$ cat src/rtl/constants_pkg.sv
// Shared constants and types for the L1-to-memory path.
package constants_pkg;
  localparam int unsigned XLEN   = 32;
  localparam int unsigned ICLLEN = 128;

  typedef enum logic [1:0] {IDLE, ISSUE, WAIT, RESP} mem_arb_state_t;
  typedef enum logic {REQ_IC = 1'b0, REQ_DC = 1'b1} mem_req_id_t;
endpackage

$ cat src/rtl/rr_arb2.sv
// Combinational 2-way round-robin grant; bit 0 = icache, bit 1 = dcache.
module rr_arb2
  import constants_pkg::*;
(
  input  logic [1:0]  i_req,
  input  mem_req_id_t i_last,
  output logic [1:0]  o_gnt
);
  always_comb begin
    o_gnt = 2'b00;
    case (i_req)
      2'b01:   o_gnt = 2'b01;
      2'b10:   o_gnt = 2'b10;
      2'b11:   o_gnt = (i_last == REQ_DC) ? 2'b01 : 2'b10;
      default: o_gnt = 2'b00;
    endcase
  end
endmodule

$ cat src/rtl/mem_arbiter.sv
// Single-outstanding memory port arbiter between icache refill and dcache refill/write-back.
// Optional MEM_ARB_PERF_EN adds grant/conflict performance counters.
module mem_arbiter #(
  parameter int unsigned XLEN   = constants_pkg::XLEN,
  parameter int unsigned LINE_W = constants_pkg::ICLLEN
) (
  input  logic              clk,
  input  logic              rst_n,
  input  logic              ic_req_valid,
  input  logic [XLEN-1:0]   ic_req_addr,
  output logic              ic_req_ready,
  output logic              ic_resp_valid,
  output logic [LINE_W-1:0] ic_resp_data,
  input  logic              dc_req_valid,
  input  logic              dc_req_we,
  input  logic [XLEN-1:0]   dc_req_addr,
  input  logic [LINE_W-1:0] dc_req_wdata,
  output logic              dc_req_ready,
  output logic              dc_resp_valid,
  output logic [LINE_W-1:0] dc_resp_data,
  output logic              mem_req_valid,
  input  logic              mem_req_ready,
  output logic              mem_req_we,
  output logic [XLEN-1:0]   mem_req_addr,
  output logic [LINE_W-1:0] mem_req_wdata,
  input  logic              mem_resp_valid,
  input  logic [LINE_W-1:0] mem_resp_data
`ifdef MEM_ARB_PERF_EN
  ,
  output logic [31:0]       perf_ic_grants,
  output logic [31:0]       perf_dc_grants,
  output logic [31:0]       perf_conflicts
`endif
);
  import constants_pkg::*;

  localparam int unsigned OFF_W = $clog2(LINE_W / 8);

  mem_arb_state_t    r_state, w_state_nx;
  mem_req_id_t       r_owner, r_last;
  logic              r_we;
  logic [XLEN-1:0]   r_addr;
  logic [LINE_W-1:0] r_wdata, r_rdata;

  logic [1:0]        w_gnt;
  logic              w_take;
  mem_req_id_t       w_gnt_id;
  logic              w_gnt_we;
  logic [XLEN-1:0]   w_gnt_addr;
  logic [LINE_W-1:0] w_gnt_wdata;

  rr_arb2 u_rr (
    .i_req  ({dc_req_valid, ic_req_valid}),
    .i_last (r_last),
    .o_gnt  (w_gnt)
  );

  always_comb begin
    w_gnt_id    = w_gnt[1] ? REQ_DC : REQ_IC;
    w_gnt_we    = w_gnt[1] & dc_req_we;
    w_gnt_addr  = w_gnt[1] ? dc_req_addr : ic_req_addr;
    w_gnt_addr[OFF_W-1:0] = '0;
    w_gnt_wdata = w_gnt[1] ? dc_req_wdata : '0;
  end

  // Ready is gated by rst_n so every output reads 0 while reset is held.
  always_comb begin
    w_state_nx    = r_state;
    w_take        = 1'b0;
    ic_req_ready  = 1'b0;
    dc_req_ready  = 1'b0;
    mem_req_valid = 1'b0;
    ic_resp_valid = 1'b0;
    dc_resp_valid = 1'b0;
    case (r_state)
      IDLE: begin
        if (rst_n && (w_gnt != 2'b00)) begin
          w_take       = 1'b1;
          ic_req_ready = w_gnt[0];
          dc_req_ready = w_gnt[1];
          w_state_nx   = ISSUE;
        end
      end
      ISSUE: begin
        mem_req_valid = 1'b1;
        if (mem_req_ready) w_state_nx = WAIT;
      end
      WAIT: begin
        if (mem_resp_valid) w_state_nx = RESP;
      end
      RESP: begin
        ic_resp_valid = (r_owner == REQ_IC);
        dc_resp_valid = (r_owner == REQ_DC);
        w_state_nx    = IDLE;
      end
      default: w_state_nx = IDLE;
    endcase
    ic_resp_data = ic_resp_valid ? r_rdata : '0;
    dc_resp_data = dc_resp_valid ? r_rdata : '0;
  end

  assign mem_req_we    = r_we;
  assign mem_req_addr  = r_addr;
  assign mem_req_wdata = r_wdata;

  always_ff @(posedge clk or negedge rst_n) begin
    if (!rst_n) r_state <= IDLE;
    else        r_state <= w_state_nx;
  end

  always_ff @(posedge clk or negedge rst_n) begin
    if (!rst_n) begin
      r_owner <= REQ_IC;
      r_last  <= REQ_DC;
      r_we    <= 1'b0;
      r_addr  <= '0;
      r_wdata <= '0;
      r_rdata <= '0;
    end else begin
      if (w_take) begin
        r_owner <= w_gnt_id;
        r_last  <= w_gnt_id;
        r_we    <= w_gnt_we;
        r_addr  <= w_gnt_addr;
        r_wdata <= w_gnt_wdata;
      end
      if (r_state == WAIT && mem_resp_valid) r_rdata <= r_we ? '0 : mem_resp_data;
    end
  end

`ifdef MEM_ARB_PERF_EN
  always_ff @(posedge clk or negedge rst_n) begin
    if (!rst_n) begin
      perf_ic_grants <= '0;
      perf_dc_grants <= '0;
      perf_conflicts <= '0;
    end else begin
      if (w_take && w_gnt[0]) perf_ic_grants <= perf_ic_grants + 32'd1;
      if (w_take && w_gnt[1]) perf_dc_grants <= perf_dc_grants + 32'd1;
      if (r_state == IDLE && ic_req_valid && dc_req_valid)
        perf_conflicts <= perf_conflicts + 32'd1;
    end
  end
`endif
endmodule

$ cat config.mk
export PLATFORM = sky130hd
export DESIGN_NAME = mem_arbiter
export DESIGN_NICKNAME = d
export VERILOG_FILES = /design/src/rtl/constants_pkg.sv /design/src/rtl/rr_arb2.sv /design/src/rtl/mem_arbiter.sv
export SDC_FILE = /design/constraint.sdc
export NUM_CORES = 1
export LEC_CHECK = 0
export CORE_AREA = 10 10 279 281
export DETAILED_ROUTE_END_ITERATION = 7
export DIE_AREA = 0 0 289 291
export GPL_ROUTABILITY_DRIVEN = 0
export SYNTH_ARGS = -nofsm -noshare
export SYNTH_HDL_FRONTEND = slang
export SYNTH_SLANG_ARGS = --single-unit
$ cat constraint.sdc
create_clock -name clk -period 3.9 [get_ports clk]
set_clock_uncertainty 0.15 [all_clocks]
set_input_delay 0.78 -clock clk [delete_from_list [all_inputs] [get_ports clk]]
set_output_delay 0.78 -clock clk [all_outputs]
set_load 0.01 [all_outputs]
; After elaboration in Yosys (flattened, before gate mapping)
; Index checks and enable logic that the tools add are counted.
[word_totals]
elab_cells = 44
input_bits = 327
ff_bits = 289
[classes]
n_mux = 21
bitwise = 2
n_eq_ne = 9
reduce_logical = 5
[ops]
columns = operator, n
row1 = $mux 128, 4
row2 = $mux 32, 1
row3 = $mux 1, 10
row4 = $eq 2x2->1 const B, 4
row5 = $mux 2, 4
row6 = $pmux 2 s4, 1
row7 = $ne 2x2->1 const B, 3
row8 = $pmux 2 s3, 1
row9 = $eq 2x1->1 const B, 2
row10 = $reduce_and 3->1, 1
row11 = $logic_and 1x1->1, 2
row12 = $logic_not 2->1, 1
row13 = $reduce_bool 2->1, 1
row14 = $and 1x1->1, 1
row15 = $not 1->1, 1

; Depth between registers and ports, before layout
; Gate-level depths: netlist of the first run.
[logic_depth]
depth_word = 6
ltp_mapped = 9
depth_no_buf = 5

; Modules after synthesis
; From an unflattened synthesis of the first run, not the netlist that was laid out.
[unflattened]
hier_cells = 1567
hier_area_um2 = 13780.7
[by_module_without_submodules]
columns = mod, n_inst, cells_per_inst, area_each_um2
row1 = mem_arbiter, 1, 1564, 13761.9
row2 = rr_arb2, 1, 3, 18.8

; Worst setup path after synthesis of the first run
; OpenSTA, ideal clock, no wires.
[synth_path]
path_type = input port to output port
startpoint = input port dc_req_valid
endpoint = output port ic_req_ready
t_arrival_ps = 1416
slack_ps = 1554
path_buffers = 2
stages = 4
path_cell_list = nand2b_1 > clkbuf_1 > buf_2 > and2_1
[synth_between]
elab_chain_len = 6
elab_cells_between_ends = 8
[synth_lines]
columns = item, line
row1 = "start, declared", mem_arbiter.sv:14  ; input logic dc_req_valid,
row2 = $eq 2x2->1 or $eq 2x1->1 (tied branches), rr_arb2.sv:11  ; case (i_req)
row3 = $pmux 2 s3 (*), rr_arb2.sv:11
row4 = $reduce_bool 2->1, mem_arbiter.sv:77  ; if (rst_n && (w_gnt != 2'b00)) begin
row5 = $logic_and 1x1->1, mem_arbiter.sv:77
row6 = $mux 1 (*), mem_arbiter.sv:77
row7 = $mux 1 (*), mem_arbiter.sv:75  ; case (r_state)
row8 = "end, declared", mem_arbiter.sv:11  ; output logic ic_req_ready,
; Mark *: on every way between the ends. The rest lies on a longest branch, timed or not.

; Worst setup path after layout of the first run
[layout_path]
startpoint = register r_state[0]
endpoint = output port ic_resp_data[0]
[layout_between]
elab_chain_len = 3
[layout_lines]
columns = item, line
row1 = "start, declared", mem_arbiter.sv:39  ; mem_arb_state_t r_state, w_state_nx;
row2 = "start signal, assigned", mem_arbiter.sv:108  ; else r_state <= w_state_nx;
row3 = $eq 2x2->1, mem_arbiter.sv:75
row4 = $mux 1, mem_arbiter.sv:75
row5 = $mux 128, mem_arbiter.sv:98  ; ic_resp_data = ic_resp_valid ? r_rdata : '0;
row6 = "end, declared", mem_arbiter.sv:13  ; output logic [LINE_W-1:0] ic_resp_data,
; Every way passes these cells.

==> flow_summary_export.csv, run 1 <==
group,metric,value,unit
drt,routed_wl,60800,um
power,p_leak,0.0101,uW
critical_path,critPathKind,"reg -> out",
critical_path,max_stage_delay,0.57,ns
yosys,synthTopCellsByArea,"dfrtp_1 55%, a22o_1 8.6%, and3_1 7.4%",
drt,via_count,12300,
yosys,netlist.area_leader.share,54.8,%
drt,dr.pass1.iters,5,
yosys,synth-edff-count,0,
drt,vias_per_cell,4.21,
floorplan,rows,99,
critical_path,crit_fanout,40,
timing,final.period_utilization,95.6,%
global_route,grt_max_degree,158,
yosys,synth.avg_cell_area,10.4,sq um
drt,wl_met2,30500,um
yosys,netlist_top_cells_count,"288 x dfrtp_1, 156 x and3_1, 130 x and2_1",
critical_path,cp-end-kind,"output port",
floorplan,core-area,0.0723,sq mm
global_route,grt_pass1_wl,88100,um
yosys,synth.largest_area_cell,"dfrtp_1",
yosys,syn_area,0.0132,sq mm
drt,wl_met1,23400,um
drt,ant_nets,0,
cts,cts_post_setup_buffers_inserted,0,
power,ir_drop,0.000403,V
cts,cts_tree,"done",
yosys,yosysMostFrequentCell,"dfrtp_1",
yosys,synth-main-ff-cell,"dfrtp_1",
power,total_power,15700,uW
critical_path,cp_data_required_time,2.97,ns
yosys,synth_cell_type_count,26,
drt,top_layer,"met5",
cts,clock_latency,0.54,ns
timing,setup-tns-final,0,ns
yosys,synth.yosys.warnings,0,
layout,drive_gt1_share,4.97,%
yosys,ys_seq_elements,289,
hold_path,min_path_type,"reg -> reg",
timing,fin_crit,3.73,ns
cts,cts.sinks,289,
cts,clockRootBuffer,"clkbuf_16",
global_route,antenna_found_initial,4,
floorplan,fp.dieH,291,um
floorplan,start_util,18.2,%
flow_run,drv_cap,0,
critical_path,arrival,2.80,ns
global_route,grt_usage,13.5,%
global_route,grt_pass1_vias,13100,
drt,route.met3.wl,5670,um
layout,design_area,0.0228,sq mm
place,io_buffers,736,
timing,finalSetupViolations,0,
power,power_density,692,mW/mm^2
layout,fin_util,31.5,%
yosys,syn_inst,1268,
floorplan,io_pins,749,
critical_path,slowest_stage,"clkdlybuf4s50_1",
drt,post_drt_wl_per_cell,20.7,um
critical_path,startpoint_type,"register",
place,placedCellCount,2864,
layout,final_nets,2275,
status,outcome,"finished, final reports clean",
layout,final_cells,2932,
critical_path,path_cells,"ha_4, nor2b_4, buf_4, and2_1, clkdlybuf4s50_1",
cts,cts_buffer_depth,3,
floorplan,die_area,0.0841,sq mm
timing,max_slew.worst_pin.slew,1.02,ns
layout,area_delta_synth_final,72.9,%
cts,cts_buffers,36,
yosys,synthArstFlopShare,100,%
timing,relSlewSlack,32.1,%
timing,rsz0062_at_grt,"false",
yosys,seq_area_frac_synth,55.0,%
global_route,grt.overflow.total,0,
timing,finalHoldViolCount,0,
drt,route.detailed.drc,0,
timing,max_freq,268,MHz
floorplan,die_x,289,um
timing,slew_viol_final,0,
cts,h-tree-depth,2,
drt,drt_iter0_drc,387,
place,place_hpwl,46000,um
cts,clk_pin_slew,0.06,ns
place,placed_area,0.0214,sq mm
-- state kept, by name, indices dropped and copies added (netlist names) --
register	flops
r_last	1
mem_req_we	1
mem_req_addr	28
r_owner	1
mem_req_wdata	128
r_state	2
r_rdata	128
-- area by class of cell --
type / count / area (sq um)
Inverter: 5 / 18.8
Multi-Input combinational cell: 849 / 5340
Clock buffer: 48 / 1040
Tap cell: 959 / 1200
Timing Repair Buffer: 763 / 7660
Antenna cell: 2 / 5.00
Fill cell: 7379 / 49600
Clock inverter: 17 / 253
Sequential cell: 289 / 7240
-- kinds of logic (layout without fill, tap and decap cells) --
| family | after synthesis | count (layout) | share of synthesized area (%) |
|---|---|---|---|
| AND/OR/NAND/NOR | 548 | 548 | 23.6 |
| adder cells (fa/ha/maj) | 4 | 4 | 0.380 |
| AO/OA/AOI/OAI | 292 | 292 | 16.0 |
| other | 1 | 6 | 0.0285 |
| flip-flops | 289 | 289 | 55.0 |
| buffers and inverters | 133 | 833 | 4.92 |
| multiplexers | 1 | 1 | 0.0856 |
-- power by group --
| group | switching (uW) | internal (uW) |
|---|---|---|
| Clock | 1370 | 2270 |
| Combinational | 3010 | 3560 |
| Sequential | 1170 | 4350 |
-- through the flow --
| stage | hold WS [ns] | worst slack, ns |
|---|---|---|
| final | 0.345 | 0.170 |
| after global placement | 0.324 | 0.544 |
| after global routing | 0.360 | 0.0222 |
| after floorplan | 0.304 | 1.55 |
| after detailed placement | 0.330 | 0.556 |
| after CTS | 0.343 | 0.106 |
-- critical path, delay by kind of cell, from the launching register on --
kind | cells | cell delay (ns)
fa+ha+maj | 1 | 0.18
buf+inv | 2 | 0.99
flops | 1 | 0.44
simple gates | 2 | 0.60
-- repair_timing --
| item | in CTS | in global routing |
|---|---|---|
| hold buffers | 1 | 0 |
| gates resized for setup | 0 | 0 |
| endpoints found under the hold margin | 3 | 0 |
-- worst paths after layout --
kind                            slack [ns]  cells past startpoint        start                end
worst min register to register        0.35                      2  r_rdata[56]        r_rdata[56]
worst max-delay path                  0.17                      5   r_state[0]    ic_resp_data[0]
min in group asynchronous             0.53                      2        rst_n            r_owner
max in group asynchronous             1.10                      4        rst_n  mem_req_wdata[81]
worst min-delay path                  0.35                      2  r_rdata[56]        r_rdata[56]
worst max register to register        1.39                      5   r_state[0]        r_rdata[76]
-- cell usage in the layout, fill, tap and decap left out, types with 2 or more instances in the layout --
cell type          n
a21oi_1            2
clkdlybuf4s50_1  734
inv_1              5
diode_2            2
buf_4             20
and2_1           130
a22o_1           129
o21ai_0          127
a221o_1           28
and3_1           156
nand2b_1         129
clkbuf_8           5
dfrtp_4            2
nand2_1          128
buf_12             7
clkinv_2           8
clkbuf_16         38
conb_1             4
ha_1               3
clkbuf_1           5
bufinv_16          6
dfrtp_1          286
o21ai_1            2
-- per-layer routing --
layer	GRT usage, %	up-vias
met3	4.61	66
met1	15.1	6019
met2	24.4	521
li1	-	5724
met5	0	-
met4	2.97	2
Power figures use the tool's default switching activity.
==> run 2, diff against run 1 <==
==> constraint.sdc (replaced) <==
create_clock -name clk -period 3.9 [get_ports clk]
set_clock_uncertainty 0.15 [all_clocks]
set_input_delay 0.585 -clock clk [delete_from_list [all_inputs] [get_ports clk]]
set_output_delay 0.585 -clock clk [all_outputs]
set_load 0.01 [all_outputs]
==> flow_summary_export.csv, run 2 (synthesized netlist as in run 1, its figures left out) <==
group,metric,value,unit
layout,fill_cells,7388,
timing,rsz0062_at_grt,"false",
cts,cts.sinks,289,
cts,h-tree-depth,2,
layout,final_cell_mix,"735 x clkdlybuf4s50_1, 286 x dfrtp_1, 156 x and3_1",
critical_path,cp_data_required_time,3.16,ns
power,p_sw,5550,uW
critical_path,critPathKind,"reg -> out",
power,p_leak,0.0101,uW
drt,ant_nets,0,
critical_path,arrival,2.75,ns
cts,holdBufCountCts,0,
critical_path,reg2reg_from,"r_state[0]",
drt,dr.pass1.iters,5,
timing,slew_viol_final,0,
place,io_buffers,736,
timing,final.period_utilization,89.4,%
drt,via_count,12300,
layout,final_cells,2927,
place,place_hpwl,45800,um
floorplan,io_pins,749,
cts,cts_buffer_depth,3,
global_route,grt.overflow.total,0,
power,p_seq_share,35.7,%
global_route,grt_max_degree,158,
timing,max_slew.worst_pin.slew,1.02,ns
floorplan,start_util,18.2,%
layout,final_nets,2272,
floorplan,die_x,289,um
critical_path,r2r_setup_slack,1.39,ns
floorplan,core-area,0.0723,sq mm
floorplan,rows,99,
critical_path,startpoint_type,"register",
timing,setup-tns-final,0,ns
critical_path,r2r_end,"mem_req_wdata[41]",
layout,drive_gt1_share,4.68,%
flow_run,drv_cap,0,
critical_path,reg2regPathDepth,6,
cts,ctsResizeCount,0,
floorplan,fp.dieH,291,um
power,p_int,9920,uW
hold_path,min_path_type,"in -> async",
layout,final_common_cell,"clkdlybuf4s50_1",
timing,relSlewSlack,32.2,%
critical_path,cp-end-kind,"output port",
power,clkPwrFrac,22.0,%
global_route,antenna_found_initial,2,
global_route,grt_usage,13.5,%
drt,route.detailed.drc,0,
layout,fin_util,31.3,%
drt,vias_per_cell,4.19,
timing,max_freq,287,MHz
global_route,grt_pass1_vias,13100,
power,p_sw_share,35.9,%
drt,routed_wl,60400,um
power,pwr-share-comb,42.3,%
place,placedCellCount,2861,
drt,drt_iter0_drc,492,
status,outcome,"finished, final reports clean",
cts,cts_tree,"done",
power,ir_drop,0.000411,V
timing,fin_crit,3.49,ns
cts,clock_latency,0.54,ns
power,power_density,684,mW/mm^2
cts,clk_pin_slew,0.05,ns
cts,cts_post_setup_buffers_inserted,0,
cts,cts_buffers,37,
drt,post_drt_wl_per_cell,20.6,um
critical_path,crit_fanout,103,
cts,clockRootBuffer,"clkbuf_16",
timing,finalHoldViolCount,0,
floorplan,die_area,0.0841,sq mm
global_route,grt_pass1_wl,87700,um
layout,area_delta_synth_final,71.9,%
timing,finalSetupViolations,0,
[run 2: cell types whose count changed in the layout (fill, tap and decap cells not counted), moves of 2 or more]
cell	change
clkbuf_8	+4
bufinv_16	-5
buf_4	-3
inv_6	+2
clkbuf_1	+2
clkinv_2	-4
[run 2: layout make-up]
type | count | area (sq um) | share of cell area (%)
antenna | 1 | 2.50 | 0.0111
clock buffer | 54 | 1100 | 4.87
clock inverter | 11 | 108 | 0.476
inverter | 5 | 18.8 | 0.0830
multi-input combinational | 849 | 5340 | 23.6
sequential | 289 | 7240 | 32.0
tap | 959 | 1200 | 5.30
timing repair buffer | 759 | 7620 | 33.7
[run 2: how the worst max path moves through the flow]
stage	slack (ns)	startpoint	endpoint
final	0.41	r_state[0]	dc_resp_data[68]
after global routing	0.26	r_state[0]	dc_resp_data[68]
after CTS	0.39	r_owner	ic_resp_data[125]
after detailed placement	0.75	ic_req_valid	ic_req_ready
after global placement	0.74	ic_req_valid	ic_req_ready
after floorplan	1.81	r_state[0]	ic_resp_data[108]
[run 2: stage by stage]
| step | cell area, sq um | setup WS [ns] | hold slack [ns] | power (uW) |
|---|---|---|---|---|
| detailed placement | 21400 | 0.752 | 0.328 | 12200 |
| CTS | 22600 | 0.389 | 0.0981 | 15800 |
| global placement | 21400 | 0.741 | 0.325 | 12100 |
| global route | 22600 | 0.258 | 0.135 | 16500 |
| finish | 22600 | 0.414 | 0.0913 | 15500 |
| floorplan | 13200 | 1.81 | 0.139 | 8150 |
[run 2: critical path, cell delays in order (launching register included)]
cell             delay (ns)
dfrtp_1                0.44
ha_4                   0.17
buf_4                  0.62
and3_1                 0.31
clkdlybuf4s50_1        0.56
[run 2: power by group through the flow]
stage                     clock network (uW)  logic [uW]  registers [uW]
final                                   3400        6550            5520
after detailed placement                   0        6680            5530
after CTS                               3560        6680            5530
after global routing                    3670        7120            5690
after floorplan                            0        2780            5370
after global placement                     0        6570            5510
[run 2: routing by layer]
layer  global-route usage, %  wire, um  vias to the layer above
met4                    3.29      1270                        0
met3                    4.44      5460                       62
met5                       0         0                        -
met1                    15.5     23900                     5950
li1                        -         -                     5712
met2                    23.7     29700                      533
==> run 3, diff against run 2 <==
CORE_AREA = 10 10 287 289   (was 10 10 279 281)
CTS_BUF_LIST = sky130_fd_sc_hd__clkbuf_4 sky130_fd_sc_hd__clkbuf_8   (was default)
DIE_AREA = 0 0 297 299   (was 0 0 289 291)
SYNTH_HIERARCHICAL = 1   (was default)
clock period = 4.18 ns   (was 3.9 ns; I/O delays follow)
==> flow_summary_export.csv, run 3 <==
group,metric,value,unit
drt,ant_nets,0,
timing,final.period_utilization,92.2,%
critical_path,cpLargestDelayFamily,"buffers and inverters",
drt,dr.pass1.iters,4,
critical_path,startpoint_type,"register",
global_route,grt.overflow.total,0,
global_route,grt_max_degree,158,
global_route,grt_usage,14.3,%
timing,max_freq,260,MHz
power,power_density,630,mW/mm^2
cts,cts_post_setup_buffers_inserted,0,
drt,vias_per_cell,3.90,
cts,holdBufCountCts,1,
cts,cts_buffer_depth,3,
place,placedCellCount,3224,
yosys,synthTopCellsByArea,"dfrtp_1 52%, nand2_1 11%, o21ai_0 9.2%",
critical_path,crit_fanout,114,
critical_path,cp-end-kind,"output port",
yosys,syn_inst,1567,
timing,setup-tns-final,0,ns
layout,final_cell_mix,"735 x clkdlybuf4s50_1, 418 x nand2_1, 286 x dfrtp_1",
flow_run,drv_cap,0,
layout,fin_util,30.5,%
cts,clockRootBuffer,"clkbuf_8",
global_route,grt_pass1_wl,95200,um
critical_path,timing.critical_path.buf_inv,2,
critical_path,arrival,3.08,ns
yosys,netlist_top_cells_count,"419 x nand2_1, 288 x dfrtp_1, 252 x o21ai_0, 129 x and2_1, 129 x and3_1",
layout,design_area,0.0234,sq mm
timing,relSlewSlack,19.5,%
yosys,yosysMostFrequentCell,"nand2_1",
cts,h-tree-depth,2,
critical_path,critPathKind,"reg -> out",
floorplan,core-area,0.0767,sq mm
yosys,netlist.area_leader.share,52.3,%
cts,clock_latency,0.64,ns
timing,fin_crit,3.85,ns
place,place_hpwl,51900,um
place,io_buffers,736,
timing,holdWs,0.326,ns
yosys,synthArstFlopShare,100,%
layout,drive_gt1_share,5.68,%
critical_path,max_stage_delay,0.74,ns
layout,final_cells,3338,
yosys,synth.largest_area_cell,"dfrtp_1",
yosys,synth_cell_type_count,27,
timing,finalHoldViolCount,0,
yosys,synth.avg_cell_area,8.79,sq um
floorplan,die_x,297,um
yosys,synth-main-ff-cell,"dfrtp_1",
drt,post_drt_wl_per_cell,20.0,um
timing,slew_viol_final,0,
yosys,synth-edff-count,0,
floorplan,fp.dieH,299,um
layout,area_delta_synth_final,69.5,%
yosys,synth.yosys.warnings,6,
drt,routed_wl,66800,um
yosys,ys_seq_elements,289,
floorplan,rows,102,
hold_path,min_path_type,"reg -> reg",
global_route,antenna_found_initial,32,
global_route,grt_pass1_vias,13200,
floorplan,die_area,0.0888,sq mm
cts,clk_pin_slew,0.06,ns
drt,drt_iter0_drc,664,
cts,ctsResizeCount,0,
cts,cts.sinks,289,
timing,rsz0062_at_grt,"false",
power,ir_drop,0.000270,V
drt,route.detailed.drc,0,
critical_path,cp_data_required_time,3.40,ns
cts,cts_tree,"done",
layout,final_nets,2574,
place,placed_area,0.0221,sq mm
drt,via_count,13000,
yosys,seq_area_frac_synth,52.5,%
power,p_leak,0.0102,uW
timing,max_slew.worst_pin.slew,1.21,ns
critical_path,slowest_stage,"dfrtp_4",
cts,cts_buffers,56,
status,outcome,"finished, final reports clean",
timing,finalSetupViolations,0,
floorplan,start_util,18.0,%
critical_path,path_cells,"nor2b_4, buf_12, and2_1, clkdlybuf4s50_1",
floorplan,io_pins,749,
layout,final_common_cell,"clkdlybuf4s50_1",
yosys,syn_area,0.0138,sq mm
run 3: stage by stage:
step           setup WS [ns]  total power, uW
3_3_place_gp           0.974            11700
2_1_floorplan           1.93             7710
3_5_place_dp           0.981            11800
6_report               0.327            14700
4_1_cts                0.262            15100
5_1_grt                0.115            15800
run 3: path summary, 6_finish.rpt:
check                      depth (start not counted)         startpoint                 to  slack [ns]
max                                                4            r_owner  ic_resp_data[123]        0.33
min                                                2  mem_req_wdata[90]  mem_req_wdata[90]        0.33
max reg2reg                                        5         r_state[0]        r_rdata[21]        1.90
min reg2reg                                        2  mem_req_wdata[90]  mem_req_wdata[90]        0.33
max in group asynchronous                          3              rst_n         mem_req_we        2.18
min in group asynchronous                          2              rst_n  mem_req_wdata[76]        0.35
run 3: kinds of logic (layout without fill, tap and decap cells):
kind of cell	count (synthesis)	count (layout)	share of synthesized area (%)
AO/OA/AOI/OAI	291	291	10.8
adder cells (fa/ha/maj)	4	4	0.363
buffers and inverters	145	862	5.16
flip-flops	289	289	52.5
multiplexers	29	29	2.12
other	1	15	0.0272
AND/OR/NAND/NOR	808	808	29.1
run 3: cell type report:
type | instances | area (sq um)
diodes | 11 | 27.5
multi-input cells | 1136 | 5890
well taps | 1040 | 1300
repair buffers | 755 | 7640
fillers | 8198 | 53300
inverters | 5 | 18.8
flip-flops and latches | 289 | 7240
clock buffers | 88 | 1110
clock inverters | 14 | 135
run 3: worst min-delay path, stage by stage, from the launching register on:
cell	delay, ns
dfrtp_1	0.34
nand2_1	0.04
o21ai_0	0.06
run 3: where the power goes:
| part | switching [uW] | leakage (uW) | internal, uW |
|---|---|---|---|
| registers | 1070 | 0.00373 | 4090 |
| clock network | 1340 | 0.000670 | 1810 |
| logic | 3250 | 0.00585 | 3170 |
| total | 5650 | 0.0102 | 9070 |
run 3: metal layers:
layer  track usage (%)  part of all wire (%)  wire (um)
met1              15.6                    38      25400
met2              23.5                    47      31300
met3              6.82                    11       7360
met4              6.29                   3.7       2480
met5                 0                  0.33        218
